$ cat src/rtl/sram_port_arbiter_if.sv
// Channel-side and SRAM-side signals of the SRAM port arbiter, bundled as one interface.
// The slave modport is the arbiter; the master modport is the requesters plus the SRAM.
interface sram_port_arbiter_if #(
  parameter int NCH = 2,
  parameter int DW  = 32
);
  localparam int BW = DW / 8;

  logic [NCH-1:0]    ch_req;
  logic [NCH*BW-1:0] ch_wen;
  logic [NCH*32-1:0] ch_addr;
  logic [NCH*DW-1:0] ch_wdata;
  logic [NCH*DW-1:0] ch_rdata;
  logic [NCH-1:0]    ch_done;
  logic              sram_en;
  logic [BW-1:0]     sram_wen;
  logic [31:0]       sram_addr;
  logic [DW-1:0]     sram_wdata;
  logic [DW-1:0]     sram_rdata;

  modport slave (
    input  ch_req, ch_wen, ch_addr, ch_wdata, sram_rdata,
    output ch_rdata, ch_done, sram_en, sram_wen, sram_addr, sram_wdata
  );

  modport master (
    output ch_req, ch_wen, ch_addr, ch_wdata, sram_rdata,
    input  ch_rdata, ch_done, sram_en, sram_wen, sram_addr, sram_wdata
  );
endinterface

$ cat src/rtl/sram_port_arbiter.sv
// Round-robin arbiter sharing one single-port SRAM among NCH channels,
// one transaction in flight, with optional kseg0/kseg1 address folding.
module sram_port_arbiter #(
  parameter int NCH    = 2,
  parameter int DW     = 32,
  parameter int RD_LAT = 1,
  parameter int MAP_EN = 1
) (
  input  logic               clk,
  input  logic               reset,
  sram_port_arbiter_if.slave bus
);
  localparam int BW = DW / 8;
  localparam int IW = (NCH > 1) ? $clog2(NCH) : 1;

  typedef enum logic [1:0] {IDLE, ISSUE, WAIT} state_e;

  state_e            state_q, state_d;
  logic [IW-1:0]     grant_q, grant_d;
  logic [IW-1:0]     last_q, last_d;
  logic [BW-1:0]     wen_q, wen_d;
  logic [31:0]       addr_q, addr_d;
  logic [DW-1:0]     wdata_q, wdata_d;
  logic [2:0]        cnt_q, cnt_d;
  logic [NCH*DW-1:0] rdata_q, rdata_d;
  logic [IW-1:0]     pick;
  logic              found;
  int                rr_idx;
  logic              en_o;
  logic [BW-1:0]     wen_o;
  logic [NCH-1:0]    done_o;

  function automatic logic [31:0] map_addr(input logic [31:0] a);
    if (MAP_EN != 0 && (a[31:29] == 3'b100 || a[31:29] == 3'b101))
      return {3'b000, a[28:0]};
    return a;
  endfunction

  // Rotating priority: first requester at or after last_grant+1 wins.
  always_comb begin
    pick   = last_q;
    found  = 1'b0;
    rr_idx = 0;
    for (int i = 1; i <= NCH; i++) begin
      rr_idx = int'(last_q) + i;
      if (rr_idx >= NCH) rr_idx = rr_idx - NCH;
      if (!found && bus.ch_req[rr_idx]) begin
        found = 1'b1;
        pick  = IW'(rr_idx);
      end
    end
  end

  always_ff @(posedge clk) begin
    if (reset) begin
      state_q <= IDLE;
      grant_q <= '0;
      last_q  <= IW'(NCH - 1);
      wen_q   <= '0;
      addr_q  <= '0;
      wdata_q <= '0;
      cnt_q   <= '0;
      rdata_q <= '0;
    end else begin
      state_q <= state_d;
      grant_q <= grant_d;
      last_q  <= last_d;
      wen_q   <= wen_d;
      addr_q  <= addr_d;
      wdata_q <= wdata_d;
      cnt_q   <= cnt_d;
      rdata_q <= rdata_d;
    end
  end

  // The operand latch doubles as the sram_addr/sram_wdata holding registers.
  always_comb begin
    state_d = state_q;
    grant_d = grant_q;
    last_d  = last_q;
    wen_d   = wen_q;
    addr_d  = addr_q;
    wdata_d = wdata_q;
    cnt_d   = cnt_q;
    rdata_d = rdata_q;
    case (state_q)
      IDLE: begin
        if (found) begin
          state_d = ISSUE;
          grant_d = pick;
          last_d  = pick;
          wen_d   = bus.ch_wen[int'(pick)*BW +: BW];
          addr_d  = map_addr(bus.ch_addr[int'(pick)*32 +: 32]);
          wdata_d = bus.ch_wdata[int'(pick)*DW +: DW];
        end
      end
      ISSUE: begin
        cnt_d   = 3'(RD_LAT);
        state_d = WAIT;
      end
      WAIT: begin
        cnt_d = cnt_q - 3'd1;
        if (cnt_q == 3'd1) begin
          state_d = IDLE;
          if (wen_q == '0) rdata_d[int'(grant_q)*DW +: DW] = bus.sram_rdata;
        end
      end
      default: state_d = IDLE;
    endcase
  end

  always_comb begin
    en_o   = 1'b0;
    wen_o  = '0;
    done_o = '0;
    if (state_q == ISSUE) begin
      en_o  = 1'b1;
      wen_o = wen_q;
    end
    if (state_q == WAIT && cnt_q == 3'd1) done_o[grant_q] = 1'b1;
  end

  assign bus.sram_en    = en_o;
  assign bus.sram_wen   = wen_o;
  assign bus.sram_addr  = addr_q;
  assign bus.sram_wdata = wdata_q;
  assign bus.ch_done    = done_o;
  assign bus.ch_rdata   = rdata_q;
endmodule

$ cat src/flat_wrapper.sv
// flat-port wrapper written by rule: the top's interface ports become plain ports
module sram_port_arbiter_flat 
#(
  parameter int NCH    = 2,
  parameter int DW     = 32,
  parameter int RD_LAT = 1,
  parameter int MAP_EN = 1
)
  (clk, reset, bus_ch_req, bus_ch_wen, bus_ch_addr, bus_ch_wdata, bus_sram_rdata, bus_ch_rdata, bus_ch_done, bus_sram_en, bus_sram_wen, bus_sram_addr, bus_sram_wdata);
  sram_port_arbiter_if #(.NCH(NCH), .DW(DW)) bus_i ();
  input  logic clk;
  input  logic reset;
  input wire logic [$bits(bus_i.ch_req)-1:0] bus_ch_req;
  input wire logic [$bits(bus_i.ch_wen)-1:0] bus_ch_wen;
  input wire logic [$bits(bus_i.ch_addr)-1:0] bus_ch_addr;
  input wire logic [$bits(bus_i.ch_wdata)-1:0] bus_ch_wdata;
  input wire logic [$bits(bus_i.sram_rdata)-1:0] bus_sram_rdata;
  output wire logic [$bits(bus_i.ch_rdata)-1:0] bus_ch_rdata;
  output wire logic [$bits(bus_i.ch_done)-1:0] bus_ch_done;
  output wire logic [$bits(bus_i.sram_en)-1:0] bus_sram_en;
  output wire logic [$bits(bus_i.sram_wen)-1:0] bus_sram_wen;
  output wire logic [$bits(bus_i.sram_addr)-1:0] bus_sram_addr;
  output wire logic [$bits(bus_i.sram_wdata)-1:0] bus_sram_wdata;
  assign bus_i.ch_req = bus_ch_req;
  assign bus_i.ch_wen = bus_ch_wen;
  assign bus_i.ch_addr = bus_ch_addr;
  assign bus_i.ch_wdata = bus_ch_wdata;
  assign bus_i.sram_rdata = bus_sram_rdata;
  assign bus_ch_rdata = bus_i.ch_rdata;
  assign bus_ch_done = bus_i.ch_done;
  assign bus_sram_en = bus_i.sram_en;
  assign bus_sram_wen = bus_i.sram_wen;
  assign bus_sram_addr = bus_i.sram_addr;
  assign bus_sram_wdata = bus_i.sram_wdata;
  sram_port_arbiter #(.NCH(NCH), .DW(DW), .RD_LAT(RD_LAT), .MAP_EN(MAP_EN)) u_core (.clk(clk), .reset(reset), .bus(bus_i));
endmodule
$ cat config.mk
export PLATFORM = sky130hd
export DESIGN_NAME = sram_port_arbiter_flat
export DESIGN_NICKNAME = d
export VERILOG_FILES = /design/src/rtl/sram_port_arbiter_if.sv /design/src/rtl/sram_port_arbiter.sv /design/src/flat_wrapper.sv
export SDC_FILE = /design/constraint.sdc
export NUM_CORES = 1
export LEC_CHECK = 0
export BUFFER_PORTS_ARGS = -buffer_cell sky130_fd_sc_hd__buf_2
export CAP_MARGIN = 20
export CORE_AREA = 2 2 119 121
export DETAILED_ROUTE_END_ITERATION = 16
export DIE_AREA = 0 0 121 123
export PLACE_DENSITY = 0.76
export SETUP_SLACK_MARGIN = 0.5
export SKIP_CTS_REPAIR_TIMING = 1
export SYNTH_ARGS = -nofsm -noshare
export SYNTH_HDL_FRONTEND = slang
export SYNTH_SLANG_ARGS = --single-unit
$ cat constraint.sdc
create_clock -name clk -period 4.8 [get_ports clk]
set_input_delay 0.72 -clock clk [delete_from_list [all_inputs] [get_ports clk]]
set_output_delay 0.72 -clock clk [all_outputs]
set_load 0.1 [all_outputs]
* Word level (Yosys, flattened, before mapping) *
Cells that the tools add are included.

operators by class
  $add $sub $neg = 6
  multipliers = 0
  divide/modulo/power cells = 0
  order comparisons = 6
  equal/unequal tests = 7
  shifts and indexed selects = 5
  muxes and demuxes = 27
  bitwise operators = 0
  reductions and logical operators = 11

operator list
  operator                    count
  $mux W32                    4
  $shiftx A64 B7 Y32          2
  $bwmux W64                  1
  $ge A32 B3 Y1 const B       2
  $lt A32 B3 Y1 const B       2
  $shift A32 B33 Y64 const A  1
  $shiftx A32 B33 Y64         1
  $sub A32 B3 Y32 const B     2
  $neg A6 Y33                 1
  $mux W1                     15
  $shiftx A8 B4 Y4            1
  $eq A3 B3 Y1 const B        2
  $mux W2                     3
  $pmux W2 S3                 1
  $pmux W3 S2                 1
  $logic_not A4 Y1            1
  $mux W4                     1
  $ne A2 B1 Y1 const B        2
  $reduce_and A2 Y1           2
  $add A1 B2 Y3 const B       1
  $eq A3 B1 Y1 const B        1
  $logic_and A1 B1 Y1         3
  $reduce_and A3 Y1           1
  $sub A3 B1 Y3 const B       1
  other kinds (10)            10

word-level totals
  bits in registers = 139
  latch bits = 0
  memory bits (writable) = 0
  ROM bits = 0
  input bits = 172
  output and inout bits = 135
  word-level logic and storage cells = 70
  memories = 0

* Depth between registers and ports, before layout *
Gate-level depths: netlist (run 1).

  depth after elaboration = 17
  depth in mapped cells = 8
  mapped depth without buffers = 6

* Worst setup path after synthesis (run 1) *
No wires, ideal clock.

  path type = register to output
  start point = reg u_core.state_q[1]
  end point = out bus_sram_wen[0]
  data arrival time = 2.105 ns
  required time = 4.080 ns
  slack = 1.975 ns
  stages on the path, launching flop included = 4
  path buffers = 0
  path through = dfxtp_1 inv_1 ha_1 and2_1

between the ends
  longest elaborated chain between the ends = 2

RTL lines
  what                      RTL line                  source
  start: declaration        sram_port_arbiter.sv:18   state_e state_q, state_d;
  start signal: assignment  sram_port_arbiter.sv:65   state_q <= state_d;
  $eq A2 B1 Y1              sram_port_arbiter.sv:116  if (state_q == ISSUE) begin
  $mux W4                   sram_port_arbiter.sv:116
  end: declaration          flat_wrapper.sv:21        output wire logic [$bits(bus_i.sram_wen)-1:0] bus_sram_wen;

No other way between the ends.

* Worst setup path after layout (run 1) *
  start point = reg u_core.state_q[0]
  end point = out bus_ch_done[1]

between the ends
  longest elaborated chain between the ends = 3

RTL lines
  what                 RTL line                  source
  $eq A2 B2 Y1         sram_port_arbiter.sv:120  if (state_q == WAIT && cnt_q == 3'd1) done_o[grant_q] = 1'b1;
  $logic_and A1 B1 Y1  sram_port_arbiter.sv:120
  $mux W2              sram_port_arbiter.sv:120
  end: declaration     flat_wrapper.sv:19        output wire logic [$bits(bus_i.ch_done)-1:0] bus_ch_done;

No other way between the ends.

==> flow_summary_export.csv, run 1 <==
group,metric,value,unit
synthesis,syn_nets,892,
worst_setup_path,crit_fanout,6,
synthesis,yosysSeqAreaShare,48.76,%
timing,relSlewSlack,43.80,%
timing,hold_viol,0,
timing,setup_viol,0,
cells_and_area,final_cell_mix,"305 x buf_2, 264 x nand2_1, 139 x dfxtp_1",
worst_setup_path,critPathLaunchType,"flop",
die,start_util,41.92,%
grt,antenna_found_initial,0,
drt,wl,17290,um
cells_and_area,final_nets,1167,
power_and_ir_drop,max-vdd-ir-drop,0.4714,mV
worst_setup_path,cp_num_buf_inv,2,
grt,grt_pass1_wl,26270,um
die,die_area,0.01488,mm^2
worst_setup_path,crit_path_top_delay_cell,"buf_2",
power_and_ir_drop,total_leakage_power,0.003688,uW
die,dieWidth,121,um
place,place_area,0.007241,mm^2
cells_and_area,layout-drive-gt1-share,37.13,%
worst_setup_path,worstSetupEndpointType,"primary output",
job,cap_violations,0,
worst_setup_path,slowest_delay,0.44,ns
synthesis,synth-edff-count,0,
die,core_area,0.01361,mm^2
timing,maxSlewViolCount,0,
grt,grt_overflow,0,
synthesis,avgSynthCellArea,7.993,um^2
cells_and_area,final_common_cell,"buf_2",
place,gp_congestion,0.7788,
synthesis,synth_flop_cell,"dfxtp_1",
synthesis,synth.ff_latch_count,139,
clocking,clock-sinks,139,
synthesis,synth_warnings,0,
synthesis,ys_types,35,
die,ios,307,
worst_setup_path,arrival,2.04,ns
clocking,clock_path_buffers,2,
timing,worstMarginPinSlew,0.8431,ns
power_and_ir_drop,powerDensity,587.0,mW/mm^2
drt,drtAntennaViolNets,0,
clocking,cts_max_level,4,
clocking,cts.clk_slew.worst_paths,0.06,ns
drt,via_per_inst,4.971,
timing,finalSetupTns,0,ns
grt,grt_max_degree,87,
worst_setup_path,path_cells,"inv_1, ha_1, nor2b_1, and3_1, buf_2",
place,hpwl,12220,um
worst_setup_path,crit_type,"reg -> out",
timing,skew,0.004409,ns
run_status,outcome,"finished clean",
timing,period_share,57.46,%
clocking,cts_tree,"yes",
clocking,clockRootBuffer,"clkbuf_16",
drt,drc,0,
synthesis,async_flop_share,0,%
drt,drt_iter0_drc,340,
place,io_buffers,306,
drt,vias,5881,
die,die_h,123,um
die,rows,43,
clocking,cts_buffers,17,
cells_and_area,syn_to_final_growth,39.09,%
clocking,clock_latency,0.41,ns
drt,wl_per_cell,14.62,um
min_path,hold_class,"reg -> reg",
synthesis,synth_area,0.005707,mm^2
worst_setup_path,required,4.08,ns
grt,track_usage,22.46,%
timing,post-route-min-period,2.758,ns
worst_setup_path,critical_path.top_delay_family,"buffers and inverters",
grt,first_global_vias,5316,
drt,dr.pass1.iters,5,
cells_and_area,stdcell_area,0.007938,mm^2
timing,rsz0062_at_grt,"false",
synthesis,syn_inst,714,
timing,max_freq,0.3626,GHz
-- cells in the mapped netlist, types with 2 or more instances --
cell type,count,area [um^2]
nand2_1,264,991.0
dfxtp_1,139,2783
nor2_1,73,274.0
a311oi_1,67,586.8
a21oi_1,46,230.2
buf_2,24,120.1
clkbuf_1,23,86.33
a21oi_2,20,175.2
ha_1,6,75.07
inv_1,6,22.52
and2_1,5,31.28
buf_4,4,30.03
buf_1,3,11.26
buf_6,3,33.78
mux2i_1,3,30.03
nand3_1,3,15.01
o21ai_0,3,15.01
buf_8,2,30.03
nand2b_1,2,12.51
nor2b_1,2,12.51
nor3b_1,2,15.01
-- where the power goes --
group	switching (uW)	total (uW)	internal, uW	leakage [uW]
clock	508	1480	970	0.000320
sequential	84.4	1390	1310	0.00114
combinational	1450	1790	341	0.00223
-- per-layer routing --
layer	part of all wire [%]	vias up	routed length (um)	track usage, %
li1	-	2961	-	-
met1	40	2652	6975	25.95
met2	48	239	8328	38.41
met3	9.2	29	1594	7.518
met4	2.3	0	394	8.866
met5	0	-	0	0
-- metrics by stage --
stage | setup slack, ns | utilization, % | hold WS, ns | instances | power [uW]
after floorplan | 1.975 | - | 0.4815 | 714 | 2875
after global placement | 2.144 | 53.19 | 0.4366 | 1149 | 3181
after detailed placement | 2.111 | 53.19 | 0.4415 | 1149 | 3201
after CTS | 2.027 | 58.15 | 0.4498 | 1181 | 4682
after global routing | 1.925 | 58.30 | 0.4685 | 1182 | 4856
final | 2.042 | 58.31 | 0.4486 | 1183 | 4659
-- cell families (layout without fill, tap and decap cells) --
logic type,Yosys count,after routing,share of synthesized area (%)
muxes,3,3,0.5262
adders and majority gates,6,6,1.315
and+or+nand+nor,358,358,24.95
other,0,1,0
AOI/OAI and AO/OA,143,143,18.59
buffers and inverters,65,353,5.854
DFF,139,139,48.76
-- registers in the layout, summed over array words and instances, names as in the netlist --
signal,flops
u_core.cnt_q,3
u_core.wen_q,4
u_core.last_q,1
u_core.state_q,2
u_core.bus.sram_addr,32
u_core.bus.sram_wdata,32
u_core.grant_q,1
u_core.bus.ch_rdata,64
-- cell type report --
type | instances | area (um^2)
Antenna cell | 1 | 2.502
Clock buffer | 20 | 466.7
Clock inverter | 12 | 207.7
Fill cell | 1299 | 5674
Inverter | 6 | 22.52
Multi-Input combinational cell | 510 | 2604
Sequential cell | 139 | 2783
Tap cell | 180 | 225.2
Timing Repair Buffer | 315 | 1627
-- final timing paths --
kind / from / to / slack (ns) / depth (start not counted)
hold reg to reg: u_core.bus.ch_rdata[60] / u_core.bus.ch_rdata[60] / 0.45 / 2
hold / removal: u_core.bus.ch_rdata[60] / u_core.bus.ch_rdata[60] / 0.45 / 2
setup reg to reg: u_core.last_q / u_core.bus.sram_wdata[12] / 2.64 / 5
setup / recovery: u_core.state_q[0] / bus_ch_done[1] / 2.04 / 5
-- worst register-to-register path: stages (launching register included) --
cell      delay [ns]
dfxtp_1         0.36
nand2_1         0.16
o21a_2          0.72
buf_4           0.45
nand2_1         0.10
a311oi_1        0.28
(Power assumes the default switching activity.)
==> run 2: changes to the inputs <==
==> constraint.sdc (replaced) <==
create_clock -name clk -period 2.8 [get_ports clk]
set_input_delay 0.42 -clock clk [delete_from_list [all_inputs] [get_ports clk]]
set_output_delay 0.42 -clock clk [all_outputs]
set_load 0.1 [all_outputs]
==> run 2 against run 1 <==
Largest cell class unchanged. Flip-flop and latch count unchanged. Power up 70%. Hold slack worse by 0.19 ns. Global-route usage down 0.094 points. First-iteration DRC count up 3.2%. Register-to-register slack worse by 1.8 ns. Wire length down 0.25%. Non-clock buffer count up 3. Sequential share of layout area down 0.13 points. Via count up 0.39%. Clock power up 66%.
==> flow_summary_export.csv, run 2 (synthesized netlist as in run 1, its figures left out) <==
group,metric,value,unit
run_status,outcome,"finished clean",
job,cap_violations,0,
drt,dr.pass1.iters,4,
power_and_ir_drop,switching_share,44.27,%
place,io_buffers,306,
clocking,cts_buffers,17,
worst_setup_path,critPathLaunchType,"flop",
timing,setup_viol,0,
drt,wl_per_cell,14.56,um
power_and_ir_drop,max-vdd-ir-drop,0.6005,mV
grt,grt_pass1_wl,26250,um
timing,post-route-min-period,2.250,ns
power_and_ir_drop,powerDensity,993.7,mW/mm^2
cells_and_area,multi_input_area,0.002609,mm^2
drt,via_per_inst,4.982,
timing,relSlewSlack,50.46,%
worst_setup_path,worstSetupEndpointType,"primary output",
drt,drt_iter0_drc,351,
power_and_ir_drop,switching_power,3504,uW
timing,max_freq,0.4444,GHz
die,start_util,41.92,%
drt,vias,5904,
die,rows,43,
cells_and_area,final_cell_mix,"303 x buf_2, 264 x nand2_1, 139 x dfxtp_1",
power_and_ir_drop,p_comb_share,38.9,%
worst_setup_path,crit_fanout,6,
drt,wl,17250,um
grt,grt_overflow,0,
min_path,hold_class,"in -> reg",
timing,finalSetupTns,0,ns
worst_setup_path,crit_type,"reg -> out",
grt,first_global_vias,5338,
drt,drc,0,
clocking,clockRootBuffer,"clkbuf_16",
timing,maxSlewViolCount,0,
power_and_ir_drop,internal_power,4412,uW
power_and_ir_drop,clock_power_share,31.0,%
cells_and_area,n_antenna_cell,0,
cells_and_area,final_nets,1170,
grt,track_usage,22.36,%
place,hpwl,12550,um
place,dp_slack,0.8476,ns
power_and_ir_drop,total_leakage_power,0.003706,uW
timing,hold_viol,0,
place,gp_congestion,0.8019,
timing,rsz0062_at_grt,"true",
worst_setup_path,r2r_slack,0.81,ns
worst_setup_path,arrival,1.83,ns
cells_and_area,syn_to_final_growth,39.60,%
die,ios,307,
timing,worst_slack,0.5496,ns
cells_and_area,seq_area,0.002783,mm^2
die,die_area,0.01488,mm^2
die,core_area,0.01361,mm^2
worst_setup_path,required,2.38,ns
cells_and_area,largest_reg_flops,64,
grt,antenna_found_initial,0,
clocking,clock-sinks,139,
cells_and_area,nFillCells,1264,
power_and_ir_drop,p_seq_share,30.0,%
timing,worstMarginPinSlew,0.7432,ns
die,die_h,123,um
grt,grt_max_degree,69,
cells_and_area,layout-drive-gt1-share,37.71,%
die,dieWidth,121,um
clocking,cts.clk_slew.worst_paths,0.06,ns
clocking,cts_max_level,4,
clocking,clock_path_buffers,2,
timing,period_share,80.37,%
cells_and_area,final_common_cell,"buf_2",
drt,drtAntennaViolNets,0,
clocking,clock_latency,0.42,ns
timing,skew,0.007248,ns
clocking,cts_tree,"yes",
[run 2: cell types whose count changed in the layout (fill, tap and decap cells not counted), sizes merged]
cell	delta
clkinv	+5
diode	-1
clkbuf	-2
buf	+2
inv	-2
[run 2: stage by stage]
| step | total power (uW) | cell area, um^2 | std cells | hold WS [ns] | util, % |
|---|---|---|---|---|---|
| after global routing | 8239 | 7966 | 1185 | 0.2458 | 58.53 |
| after global placement | 5488 | 7313 | 1153 | 0.4348 | 53.73 |
| after detailed placement | 5509 | 7313 | 1153 | 0.4420 | 53.73 |
| after floorplan | 4931 | 5712 | 714 | 0.4815 | - |
| final | 7916 | 7966 | 1185 | 0.2542 | 58.53 |
| after CTS | 7963 | 7961 | 1185 | 0.2388 | 58.49 |
[run 2: layer usage]
metal	part of all wire [%]	wire [um]	vias to the layer above	global-route usage [%]
met5	0	0	-	0
met4	3.3	571	0	10.68
met3	7.9	1371	35	6.181
met2	47	8171	240	36.76
met1	41	7135	2668	27.12
li1	-	-	2961	-
[run 2: layout make-up]
| class | instances | area share, % |
|---|---|---|
| flip-flops and latches | 139 | 34.93 |
| multi-input cells | 510 | 32.75 |
| repair buffers | 318 | 21.08 |
| clock buffers | 17 | 5.340 |
| well taps | 180 | 2.827 |
| clock inverters | 15 | 2.796 |
| inverters | 6 | 0.2827 |
[run 2: path summary, 6_finish.rpt]
path | startpoint | to | depth (start not counted)
setup / recovery | u_core.state_q[0] | bus_ch_done[1] | 5
setup reg to reg | u_core.state_q[0] | u_core.bus.ch_rdata[22] | 7
hold reg to reg | u_core.bus.ch_rdata[54] | u_core.bus.ch_rdata[54] | 2
hold / removal | bus_sram_rdata[0] | u_core.bus.ch_rdata[0] | 3
[run 2: critical path, cell delays in order (launching register included)]
cell	delay [ns]
dfxtp_1	0.32
inv_1	0.11
ha_1	0.26
nor2b_1	0.25
and3_1	0.18
buf_4	0.29
[run 2: power by group through the flow]
stage,clock network [uW],logic [uW],registers (uW)
after floorplan,0,919,4010
after global placement,0,3080,2410
after detailed placement,0,3090,2420
after CTS,2490,3100,2380
after global routing,2580,3250,2410
final,2460,3080,2370
